==> src/rtl/shift_mix_stage.sv <==
// shift_mix_stage: AES forward ShiftRows followed by MixColumns as a
// two-stage valid/ready pipeline. Stage 1 registers the ShiftRows result;
// stage 2 registers the MixColumns result, or passes stage 1 data through
// for final-round blocks or when ENABLE_MIX = 0.
// Byte i of a state lives at bits [8i +: 8]; byte index = 4*col + row.
module shift_mix_stage #(
    parameter int ENABLE_MIX = 1
) (
    input  logic         clock,
    input  logic         reset,
    input  logic         in_valid,
    output logic         in_ready,
    input  logic [0:127] in_state,
    input  logic         in_last,
    output logic         out_valid,
    input  logic         out_ready,
    output logic [0:127] out_state,
    output logic         out_last,
    output logic [15:0]  blocks_done
);

    // GF(2^8) multiply by 2, reduction polynomial 0x11B
    function automatic logic [7:0] xtime(input logic [7:0] b);
        return {b[6:0], 1'b0} ^ (b[7] ? 8'h1b : 8'h00);
    endfunction

    // out byte (4c+r) takes in byte (4*((c+r) mod 4)+r); row 0 is unchanged
    function automatic logic [0:127] shift_rows(input logic [0:127] s);
        logic [0:127] r;
        r = '0;
        for (int col = 0; col < 4; col++) begin
            for (int row = 0; row < 4; row++) begin
                r[8*(4*col+row) +: 8] = s[8*(4*((col+row)%4)+row) +: 8];
            end
        end
        return r;
    endfunction

    // Standard MixColumns matrix [2 3 1 1; 1 2 3 1; 1 1 2 3; 3 1 1 2]
    function automatic logic [0:127] mix_columns(input logic [0:127] s);
        logic [0:127] r;
        logic [7:0]   a0, a1, a2, a3;
        r = '0;
        for (int col = 0; col < 4; col++) begin
            a0 = s[8*(4*col+0) +: 8];
            a1 = s[8*(4*col+1) +: 8];
            a2 = s[8*(4*col+2) +: 8];
            a3 = s[8*(4*col+3) +: 8];
            r[8*(4*col+0) +: 8] = xtime(a0) ^ xtime(a1) ^ a1 ^ a2 ^ a3;
            r[8*(4*col+1) +: 8] = a0 ^ xtime(a1) ^ xtime(a2) ^ a2 ^ a3;
            r[8*(4*col+2) +: 8] = a0 ^ a1 ^ xtime(a2) ^ xtime(a3) ^ a3;
            r[8*(4*col+3) +: 8] = xtime(a0) ^ a0 ^ a1 ^ a2 ^ xtime(a3);
        end
        return r;
    endfunction

    logic         s1_valid;
    logic         s1_last;
    logic [0:127] s1_data;
    logic         s2_valid;
    logic         s2_last;
    logic [0:127] s2_data;
    logic         s2_adv;
    logic         s1_adv;
    logic [0:127] s2_next;

    // Handshake control: stage 2 drains when empty or downstream takes it,
    // stage 1 can refill whenever it is empty or moving on
    always_comb begin
        s2_adv   = !s2_valid || out_ready;
        s1_adv   = s1_valid && s2_adv;
        in_ready = !s1_valid || s2_adv;
    end

    // Stage 2 data select: final-round blocks skip MixColumns
    always_comb begin
        s2_next = s1_data;
        if (ENABLE_MIX != 0 && !s1_last) begin
            s2_next = mix_columns(s1_data);
        end
    end

    // Stage 1: capture ShiftRows of an accepted block; data only loads on a real accept
    always_ff @(posedge clock) begin
        if (reset) begin
            s1_valid <= 1'b0;
        end else if (in_ready) begin
            s1_valid <= in_valid;
            if (in_valid) begin
                s1_data <= shift_rows(in_state);
                s1_last <= in_last;
            end
        end
    end

    // Stage 2: output register, held while the downstream stalls
    always_ff @(posedge clock) begin
        if (reset) begin
            s2_valid <= 1'b0;
            s2_last  <= 1'b0;
            s2_data  <= '0;
        end else if (s2_adv) begin
            s2_valid <= s1_valid;
            if (s1_adv) begin
                s2_data <= s2_next;
                s2_last <= s1_last;
            end
        end
    end

    // Completed-output counter, saturating at all ones
    always_ff @(posedge clock) begin
        if (reset) begin
            blocks_done <= 16'h0000;
        end else if (s2_valid && out_ready && blocks_done != 16'hFFFF) begin
            blocks_done <= blocks_done + 16'h0001;
        end
    end

    // Outputs come straight from the stage 2 registers
    always_comb begin
        out_valid = s2_valid;
        out_state = s2_data;
        out_last  = s2_last;
    end

endmodule

==> config.mk <==
export PLATFORM = sky130hd
export DESIGN_NAME = shift_mix_stage
export DESIGN_NICKNAME = d
export VERILOG_FILES = /design/src/rtl/shift_mix_stage.sv
export SDC_FILE = /design/constraint.sdc
export NUM_CORES = 1
export LEC_CHECK = 0
export ABC_CLOCK_PERIOD_IN_PS = 13490
export BUFFER_PORTS_ARGS = -buffer_cell sky130_fd_sc_hd__buf_2
export CORE_MARGIN = 5
export CORE_UTILIZATION = 34
export CTS_BUF_LIST = sky130_fd_sc_hd__clkbuf_4 sky130_fd_sc_hd__clkbuf_8
export DETAILED_ROUTE_END_ITERATION = 8
export PLACE_DENSITY_LB_ADDON = 0.1
export SKIP_CTS_REPAIR_TIMING = 1
export SLEW_MARGIN = 20
export SYNTH_ARGS = -nofsm -noshare
export SYNTH_HDL_FRONTEND = slang
export SYNTH_SLANG_ARGS = --single-unit
==> constraint.sdc <==
create_clock -name clock -period 13.49 [get_ports clock]
set_clock_uncertainty 0.15 [all_clocks]
set_input_delay 2.0235 -clock clock [delete_from_list [all_inputs] [get_ports clock]]
set_output_delay 2.0235 -clock clock [all_outputs]
set_load 0.02 [all_outputs]
==> results of run 1 <==
## cell type report
class                      count  area share, %
antenna                        1         0.0140
clock buffer                  84           5.74
clock inverter                 9          0.351
inverter                       4         0.0842
multi-input combinational    910           43.0
sequential                   276           38.2
tap                          585           4.10
timing repair buffer         291           8.48
## per-stage QoR
step	worst slack, ns	hold slack, ns	instances	power (W)
after detailed placement	8.35	0.300	2065	0.00141
after floorplan	0.625	0.385	1290	0.00129
after CTS	8.34	0.308	2158	0.00228
after global routing	8.28	0.349	2160	0.00235
after global placement	8.37	0.306	2065	0.00141
final	8.34	0.307	2160	0.00224
## power by group through the flow
stage / clock [W] / combinational (W) / sequential [W]
after floorplan: 0 / 0.000269 / 0.00102
after global placement: 0 / 0.000408 / 0.000998
after detailed placement: 0 / 0.000409 / 0.000997
after CTS: 0.000891 / 0.000411 / 0.000980
after global routing: 0.000925 / 0.000441 / 0.000986
final: 0.000857 / 0.000405 / 0.000979
## worst reg2reg max path, cell delays in order (launching register included)
cell and delay [ns]:
sky130_fd_sc_hd__dfxtp_1 0.82, sky130_fd_sc_hd__and2_4 0.93, sky130_fd_sc_hd__buf_4 0.59, sky130_fd_sc_hd__buf_16 0.33
sky130_fd_sc_hd__nor3b_1 0.12, sky130_fd_sc_hd__a211o_1 0.29
## metal layers
layer	track usage (%)	routed length, um
met1	24.3	20300
met2	28.3	20200
met3	3.95	2360
met4	5.44	1100
met5	0	0
## cell usage in the layout (no fill, tap or decap), drive strengths merged, types with 2 or more instances in the layout
cell type  synthesis  layout
clkinv             0       8
edfxtp           129     129
xnor2            247     247
o21ai              8       8
nor2              93      93
dfxtp            147     147
or3                9       9
nor3b             16      16
clkbuf            67      84
nand2             28      28
or4                5       5
a211oi            71      71
o211ai            29      29
xor2              61      61
o31ai              5       5
nor4               4       4
nor3              21      21
a211o             15      15
nand3b            30      30
nand4b            29      29
xnor3             40      40
and4               2       2
nand2b             4       4
nor2b             15      15
nand4              5       5
a31oi             11      11
xor3              15      15
nand3              4       4
o211a              3       3
a21boi            11      11
buf               33     291
o22ai             10      10
mux2i             70      70
a21oi             39      39
inv                4       4
## registers in the layout, indices dropped and copies added (netlist names)
signal,cells
out_state,128
s1_data,128
blocks_done,16
out_last,1
out_valid,1
s1_last,1
s1_valid,1
## cell families (layout without fill, tap and decap cells)
kind of cell,Yosys count,after routing,share of synthesized area [%]
buf+inv,104,388,2.80
compound gates,206,206,9.63
simple gates,269,269,10.3
other cells,0,1,0
mux,71,71,4.78
xor+xnor,363,363,26.7
flops,276,276,45.8
fa+ha+maj,1,1,0.0840
## worst paths after layout
kind              cells after the start            end  startpoint
setup / recovery                      6       in_ready   out_ready
hold / removal                        2       out_last    out_last
setup reg to reg                      5  out_state[16]    s1_valid
hold reg to reg                       2       out_last    out_last
==> impl_metrics.yaml, run 1 <==
drt:
  detailroute.via_count: 10500
  firstDrtPassIters: 5
  detail_route.wirelength_mm: 43.9
  postRouteAntennaNets: 0
  via_per_inst: 4.87
  drc_errors: 0
  drtIter0Drc: 546
  drt-wirelength-per-cell_um: 20.3
setup_path:
  max_stage_delay_ns: 0.23
  cell_type_with_the_highest_occurrence_count_on_the_critical_path: "sky130_fd_sc_hd__buf_2"
  cp_data_arrival_time_ns: 2.97
  cp_slowest_cell: "sky130_fd_sc_hd__nor2_1"
  critPathRequiredTime_ns: 11.32
  critical_path.cell_chain: "buf_2, nand2b_1, buf_4, nor2_1, inv_1, buf_2"
  critical_path.endpoint_type: "output pin"
  timing.reg2reg.setup_slack_ns: 10.14
  timing.critical_path.fanout_max: 15
  critical_path.startpoint_type: "input port"
  worst-path-buf-inv: 4
  critPathKind: "input port to output pin"
  largest_delay_share_family_worst_path: "buffers and inverters"
clock_network:
  ctsHtreeMaxLevel: 2
  cts_sinks: 276
  cts_tree: "built"
  source_to_sink_clock_delay_at_the_later_pin_of_the_worst_skew_pair_ns: 0.60
  cts.reportedPaths.clkPinSlew_ns: 0.06
  clock-root-buffer: "sky130_fd_sc_hd__clkbuf_8"
  cts_inserted_buffers: 50
  cts.path.max_buffers: 3
placement:
  gp_congestion: 0.793
  post-dp-hpwl_mm: 29.7
  postPlaceCellArea_mm2: 0.0167
  buffer_ports.inserted: 279
die:
  io_pins: 280
  fp.coreArea_mm2: 0.0432
  placementRows: 76
  die_width_um: 219
  die_area_mm2: 0.0481
  fp.dieH_um: 219
  initial_utilization_pct: 34.5
layout:
  final-seq-area_mm2: 0.00682
  finish.instance_area_mm2: 0.0178
  multi_input_comb_area_mm2: 0.00767
  share_of_final_layout_standard_cells_stronger_than_drive_strength_1_pct: 25.1
  layout-area-overhead-vs-synth_pct: 19.8
  nFillCells: 4293
  final_core_util_pct: 41.3
  finalNetCount: 1667
sta:
  final-hold-violation-count: 0
  final_min_period_over_clock_period_pct: 38.1
  max_clock_freq_mhz: 194
  rsz0062_at_grt: "false"
  tns_ns: 0
  final-max-slew-violation-count: 0
  worst_slew_margin_rel_pct: 31.8
  finalSetupViolCount: 0
  tmin_final_ns: 5.15
  worst-slew-pin-transition_ns: 1.02
yosys:
  ys_seq_elements: 276
  yosysTopAreaCell: "sky130_fd_sc_hd__edfxtp_1"
  postSynth.topFlopCell: "sky130_fd_sc_hd__dfxtp_1"
  ys_top_cells_by_area: "sky130_fd_sc_hd__edfxtp_1 26%, sky130_fd_sc_hd__dfxtp_1 20%, sky130_fd_sc_hd__xnor2_1 14%"
  synth_most_common_cell: "sky130_fd_sc_hd__xnor2_1"
  post-synth-top-area-fraction_pct: 26.0
  synth.net_count: 1424
  synth_edf_count: 129
  cells_after_synthesis: 1290
  synth.yosys.warnings: 0
  async_flop_share_pct: 0
  mappedNetlistArea_mm2: 0.0149
  synth_cell_types: 51
  seq_area_frac_synth_pct: 45.8
  syn_area_cell_um2: 11.5
  synth_common_cells: "245 x sky130_fd_sc_hd__xnor2_1, 147 x sky130_fd_sc_hd__dfxtp_1, 129 x sky130_fd_sc_hd__edfxtp_1"
power_and_ir_drop:
  power.static_leakage_nw: 7.21
  netSwitchingPower_w: 0.000626
  p_int_w: 0.00162
  vdd.ir_drop.worst_mv: 0.0889
  power_frac_comb_pct: 18.1
  power_density_mw_per_mm2: 126
  pwr-share-seq_pct: 43.7
  p_sw_share_pct: 27.9
  clockPowerShare_pct: 38.2
hold_path:
  worstHoldPathType: "flip-flop to flip-flop"
grt:
  grt_pass1_wl_mm: 66.0
  grt_pass1_vias: 10700
  grt_antenna_before_repair: 1
  globalRouteTotalUtil_pct: 17.8
  grt_start_max_net_pins: 98
  grt_overflow_total: 0
flow_run:
  max-cap-violations: 0
status:
  status: "finished clean"
(Power assumes the default switching activity.)
==> inputs of run 2 (changes only) <==
Settings changed: ABC_CLOCK_PERIOD_IN_PS 13490 to 4900.
Clock period 13.49 ns to 4.9 ns, I/O delays scaled along.
==> run 2 against run 1 <==
  * Global-route usage increased by 0.12 points
  * Sequential power increased to 2.8 times the previous value
  * First-iteration DRC count decreased by 6.4%
  * Worst setup slack got worse by 6.3 ns
  * Routed wire length about the same
  * Hold slack got worse by 0.18 ns
  * Final cell count about the same
  * Critical path depth decreased by 2
  * Via count unchanged
  * Core utilization about the same
  * Largest cell class unchanged
  * Highest routed layer is now met5
==> impl_metrics.yaml, run 2 (synthesis results as in run 1) <==
status:
  status: "finished clean"
flow_run:
  max-cap-violations: 0
sta:
  tns_ns: 0
  final-hold-violation-count: 0
  finalSetupViolCount: 0
  max_clock_freq_mhz: 354
  final_min_period_over_clock_period_pct: 57.6
  final-max-slew-violation-count: 0
  rsz0062_at_grt: "false"
  worst-slew-pin-transition_ns: 0.964
  hold-worst-slack_ns: 0.131
  tmin_final_ns: 2.82
  fin_ws_ns: 2.08
  worst_slew_margin_rel_pct: 35.7
die:
  initial_utilization_pct: 34.5
  io_pins: 280
  die_width_um: 219
  die_area_mm2: 0.0481
  placementRows: 76
  fp.coreArea_mm2: 0.0432
  fp.dieH_um: 219
setup_path:
  critical_path.cell_chain: "inv_1, nor2_1, inv_1, buf_2"
  timing.reg2reg.setup_slack_ns: 2.46
  max_stage_delay_ns: 0.66
  timing.critical_path.fanout_max: 14
  worst-path-buf-inv: 3
  largest_delay_share_family_worst_path: "flip-flops"
  cp_slowest_cell: "sky130_fd_sc_hd__dfxtp_1"
  critPathKind: "flip-flop to output pin"
  cell_type_with_the_highest_occurrence_count_on_the_critical_path: "sky130_fd_sc_hd__inv_1"
  cp_data_arrival_time_ns: 1.94
  critical_path.endpoint_type: "output pin"
  critical_path.startpoint_type: "flip-flop"
  critPathRequiredTime_ns: 4.01
grt:
  globalRouteTotalUtil_pct: 17.9
  grt_antenna_before_repair: 2
  grt_pass1_vias: 10800
  grt_overflow_total: 0
  grt_pass1_wl_mm: 66.5
  grt_start_max_net_pins: 164
layout:
  nFillCells: 4297
  final_core_util_pct: 41.4
  finish.instance_area_mm2: 0.0179
  final_cell_mix: "278 x sky130_fd_sc_hd__buf_2, 245 x sky130_fd_sc_hd__xnor2_1, 147 x sky130_fd_sc_hd__dfxtp_1"
  layout-area-overhead-vs-synth_pct: 19.9
  mostFrequentLayoutCell: "sky130_fd_sc_hd__buf_2"
  finalNetCount: 1665
  share_of_final_layout_standard_cells_stronger_than_drive_strength_1_pct: 24.9
drt:
  drc_errors: 0
  via_per_inst: 4.87
  detailroute.via_count: 10500
  drt-wirelength-per-cell_um: 20.3
  detail_route.wirelength_mm: 43.9
  drtIter0Drc: 511
  firstDrtPassIters: 5
  postRouteAntennaNets: 0
clock_network:
  cts.reportedPaths.clkPinSlew_ns: 0.06
  cts_sinks: 276
  cts.path.max_buffers: 3
  cts_inserted_buffers: 52
  cts_tree: "built"
  source_to_sink_clock_delay_at_the_later_pin_of_the_worst_skew_pair_ns: 0.62
  clock-root-buffer: "sky130_fd_sc_hd__clkbuf_8"
  ctsHtreeMaxLevel: 2
placement:
  post-dp-hpwl_mm: 29.3
  pre_cts_setup_slack_ns: 2.14
  gp_congestion: 0.814
  buffer_ports.inserted: 279
  postPlaceCellArea_mm2: 0.0168
power_and_ir_drop:
  power.static_leakage_nw: 7.21
  power_density_mw_per_mm2: 348
  vdd.ir_drop.worst_mv: 0.173
hold_path:
  worstHoldPathType: "input port to flip-flop"
## run 2: cell count changes in the layout (fill, tap and decap cells not counted), sizes merged
| cell | previous run | this run |
|---|---|---|
| buf | 291 | 287 |
| clkbuf | 84 | 80 |
| clkinv | 8 | 12 |
| bufinv | 1 | 3 |
## run 2: worst reg2reg max path: stages (launching register included)
cell and delay [ns]:
sky130_fd_sc_hd__edfxtp_1 0.54, sky130_fd_sc_hd__xnor2_1 0.77, sky130_fd_sc_hd__xnor3_1 0.54, sky130_fd_sc_hd__mux2i_1 0.19
sky130_fd_sc_hd__a211oi_1 0.11
## run 2: final cells by class
cell class	count	area (um2)	share of cell area [%]
diodes	1	2.50	0.0140
clock buffers	80	951	5.33
flip-flops and latches	276	6820	38.2
repair buffers	287	1510	8.47
well taps	585	732	4.10
clock inverters	15	139	0.778
multi-input cells	910	7690	43.1
inverters	4	15.0	0.0841
## run 2: metrics by stage
step / cells / power, W
after global routing: 2158 / 0.00654
after floorplan: 1290 / 0.00353
final: 2158 / 0.00622
after CTS: 2157 / 0.00633
after detailed placement: 2062 / 0.00387
after global placement: 2062 / 0.00387
## run 2: worst paths after layout
check               startpoint            end  cells past startpoint
setup / recovery      s1_valid       in_ready                      4
hold / removal    in_state[22]    s1_data[86]                      1
setup reg to reg   s1_data[48]  out_state[43]                      4
hold reg to reg       out_last       out_last                      2
## run 2: where the power goes
part           internal [W]  switching (W)
combinational      0.000531       0.000582
sequential          0.00256       0.000141
clock               0.00139        0.00102
total               0.00447        0.00175
## run 2: metal layers
metal  wire, um  track usage (%)  up-vias
met5         13                0        -
met4        929             4.56        2
met3       2570             4.75       60
met2      20400             28.5      238
met1      19900             24.3     5105
li1           -                -     5113
==> inputs of run 3 (changes only) <==
Settings changed: ABC_CLOCK_PERIOD_IN_PS 4900 to 2800.
Clock period 4.9 ns to 2.8 ns, I/O delays scaled along.
==> run 3 against run 2 <==
  * Worst setup slack worse by 1.9 ns
  * Die area stayed put
  * Sequential power is 74% higher
  * Final cell count is 6.7% higher
  * Routed wire length is 3.0% higher
  * Hold slack worse by 0.091 ns
  * Total power is 74% higher
  * Global-route usage is 0.16 points lower
  * Register-to-register slack worse by 1.9 ns
  * Sequential share of layout area is 2.8 points lower
  * Count of clock-buffer cells in the layout is 4 lower
  * Via count is 5.6% higher
  * Critical endpoint unchanged
==> impl_metrics.yaml, run 3 (synthesis results as in run 1) <==
sta:
  finalSetupViolCount: 0
  final-max-slew-violation-count: 0
  rsz0062_at_grt: "false"
  max_clock_freq_mhz: 375
  hold-worst-slack_ns: 0.0399
  fin_ws_ns: 0.136
  worst-slew-pin-transition_ns: 0.944
  worst_slew_margin_rel_pct: 37.0
  final_min_period_over_clock_period_pct: 95.1
  final-hold-violation-count: 0
  tmin_final_ns: 2.66
clock_network:
  clock-root-buffer: "sky130_fd_sc_hd__clkbuf_8"
  cts_sinks: 276
  source_to_sink_clock_delay_at_the_later_pin_of_the_worst_skew_pair_ns: 0.63
  cts.path.max_buffers: 3
  cts_tree: "built"
  ctsHtreeMaxLevel: 2
  cts.reportedPaths.clkPinSlew_ns: 0.06
  cts_inserted_buffers: 52
grt:
  grt_start_max_net_pins: 110
  grt_pass1_wl_mm: 65.5
  grt_overflow_total: 0
  grt_pass1_vias: 10800
  globalRouteTotalUtil_pct: 17.7
  grt_antenna_before_repair: 1
flow_run:
  max-cap-violations: 0
power_and_ir_drop:
  netSwitchingPower_w: 0.00312
  vdd.ir_drop.worst_mv: 0.324
  power_density_mw_per_mm2: 562
  power.static_leakage_nw: 7.80
  p_int_w: 0.00771
  pwr-share-seq_pct: 43.5
  clockPowerShare_pct: 36.8
  p_sw_share_pct: 28.8
  post-layout-total-power_w: 0.0108
  power_frac_comb_pct: 19.7
drt:
  drc_errors: 0
  via_per_inst: 4.82
  firstDrtPassIters: 5
  detailroute.wirelength.met3_mm: 2.48
  detail_route.wirelength_mm: 45.2
  detailroute.via_count: 11100
  wirelength_met1_mm: 20.0
  topRoutingLayerUsed: "met5"
  route.met2.wl_mm: 21.8
  drt-wirelength-per-cell_um: 19.6
  drtIter0Drc: 533
  postRouteAntennaNets: 0
layout:
  mostFrequentLayoutCell: "sky130_fd_sc_hd__buf_2"
  finalNetCount: 1807
  final_cell_mix: "278 x sky130_fd_sc_hd__buf_2, 245 x sky130_fd_sc_hd__xnor2_1, 147 x sky130_fd_sc_hd__dfxtp_1"
  insertedDiodeCount: 0
  layout-area-overhead-vs-synth_pct: 29.3
  layout.cells.non_filler: 2302
  share_of_final_layout_standard_cells_stronger_than_drive_strength_1_pct: 23.5
hold_path:
  worstHoldPathType: "input port to flip-flop"
die:
  die_width_um: 219
  fp.dieH_um: 219
  fp.coreArea_mm2: 0.0432
  io_pins: 280
  die_area_mm2: 0.0481
  placementRows: 76
  initial_utilization_pct: 34.5
placement:
  post-dp-hpwl_mm: 30.2
  place_inst: 2074
  gp_congestion: 0.803
  buffer_ports.inserted: 279
  pre_cts_setup_slack_ns: 0.535
setup_path:
  timing.critical_path.fanout_max: 14
  max_stage_delay_ns: 0.67
  critical_path.startpoint_type: "flip-flop"
  critPathKind: "flip-flop to output pin"
  cell_type_with_the_highest_occurrence_count_on_the_critical_path: "sky130_fd_sc_hd__inv_1"
  cp_data_arrival_time_ns: 2.09
  critical_path.cell_chain: "inv_1, nor2_1, inv_1, buf_2"
  cp_slowest_cell: "sky130_fd_sc_hd__dfxtp_1"
  critical_path.endpoint_type: "output pin"
  critPathRequiredTime_ns: 2.23
status:
  status: "finished clean"
## run 3: cell count changes in the layout (fill, tap and decap cells not counted), moves of 4 or more
cell                            change
sky130_fd_sc_hd__buf_12             +4
sky130_fd_sc_hd__buf_4              +8
sky130_fd_sc_hd__dlygate4sd3_1    +130
sky130_fd_sc_hd__clkbuf_8           +4
sky130_fd_sc_hd__clkbuf_4           -8
sky130_fd_sc_hd__clkinv_2           +4
## run 3: power groups by stage
stage               registers (W)  logic [W]  clock network [W]
floorplan                 0.00488    0.00131                  0
global placement          0.00480    0.00201                  0
detailed placement        0.00480    0.00201                  0
CTS                       0.00472    0.00202            0.00416
global route              0.00474    0.00231            0.00433
finish                    0.00471    0.00213            0.00399
## run 3: path summary, 6_finish.rpt
check	slack, ns	depth (start not counted)	startpoint	endpoint
max	0.14	4	s1_valid	in_ready
min	0.04	2	reset	out_state[46]
max reg2reg	0.57	3	s1_valid	out_state[6]
min reg2reg	0.31	2	out_last	out_last
## run 3: final cells by class
type                            instances  area (um2)
Multi-Input combinational cell        910        7690
Timing Repair Buffer                  429        2950
Clock buffer                           76         946
Sequential cell                       276        6820
Tap cell                              585         732
Inverter                                4        15.0
Fill cell                            4171       23900
Clock inverter                         22         108
## run 3: per-stage QoR
step | setup TNS, ns | util [%] | cell area [um2]
CTS | 0 | 41.6 | 18000
global placement | 0 | 39.2 | 16900
finish | 0 | 44.6 | 19300
floorplan | -244.90 | - | 14900
global route | 0 | 44.6 | 19300
detailed placement | 0 | 39.2 | 16900
## run 3: metal layers
layer | vias up | GRT usage (%)
li1 | 5409 | -
met2 | 231 | 29.6
met4 | 2 | 4.98
met3 | 62 | 4.18
met1 | 5400 | 23.1
met5 | - | 0
## run 3: worst max-delay path, delay by kind of cell (launching register included)
family | cells | cell delay (ns)
simple gates | 1 | 0.29
flops | 1 | 0.67
buf+inv | 3 | 0.51
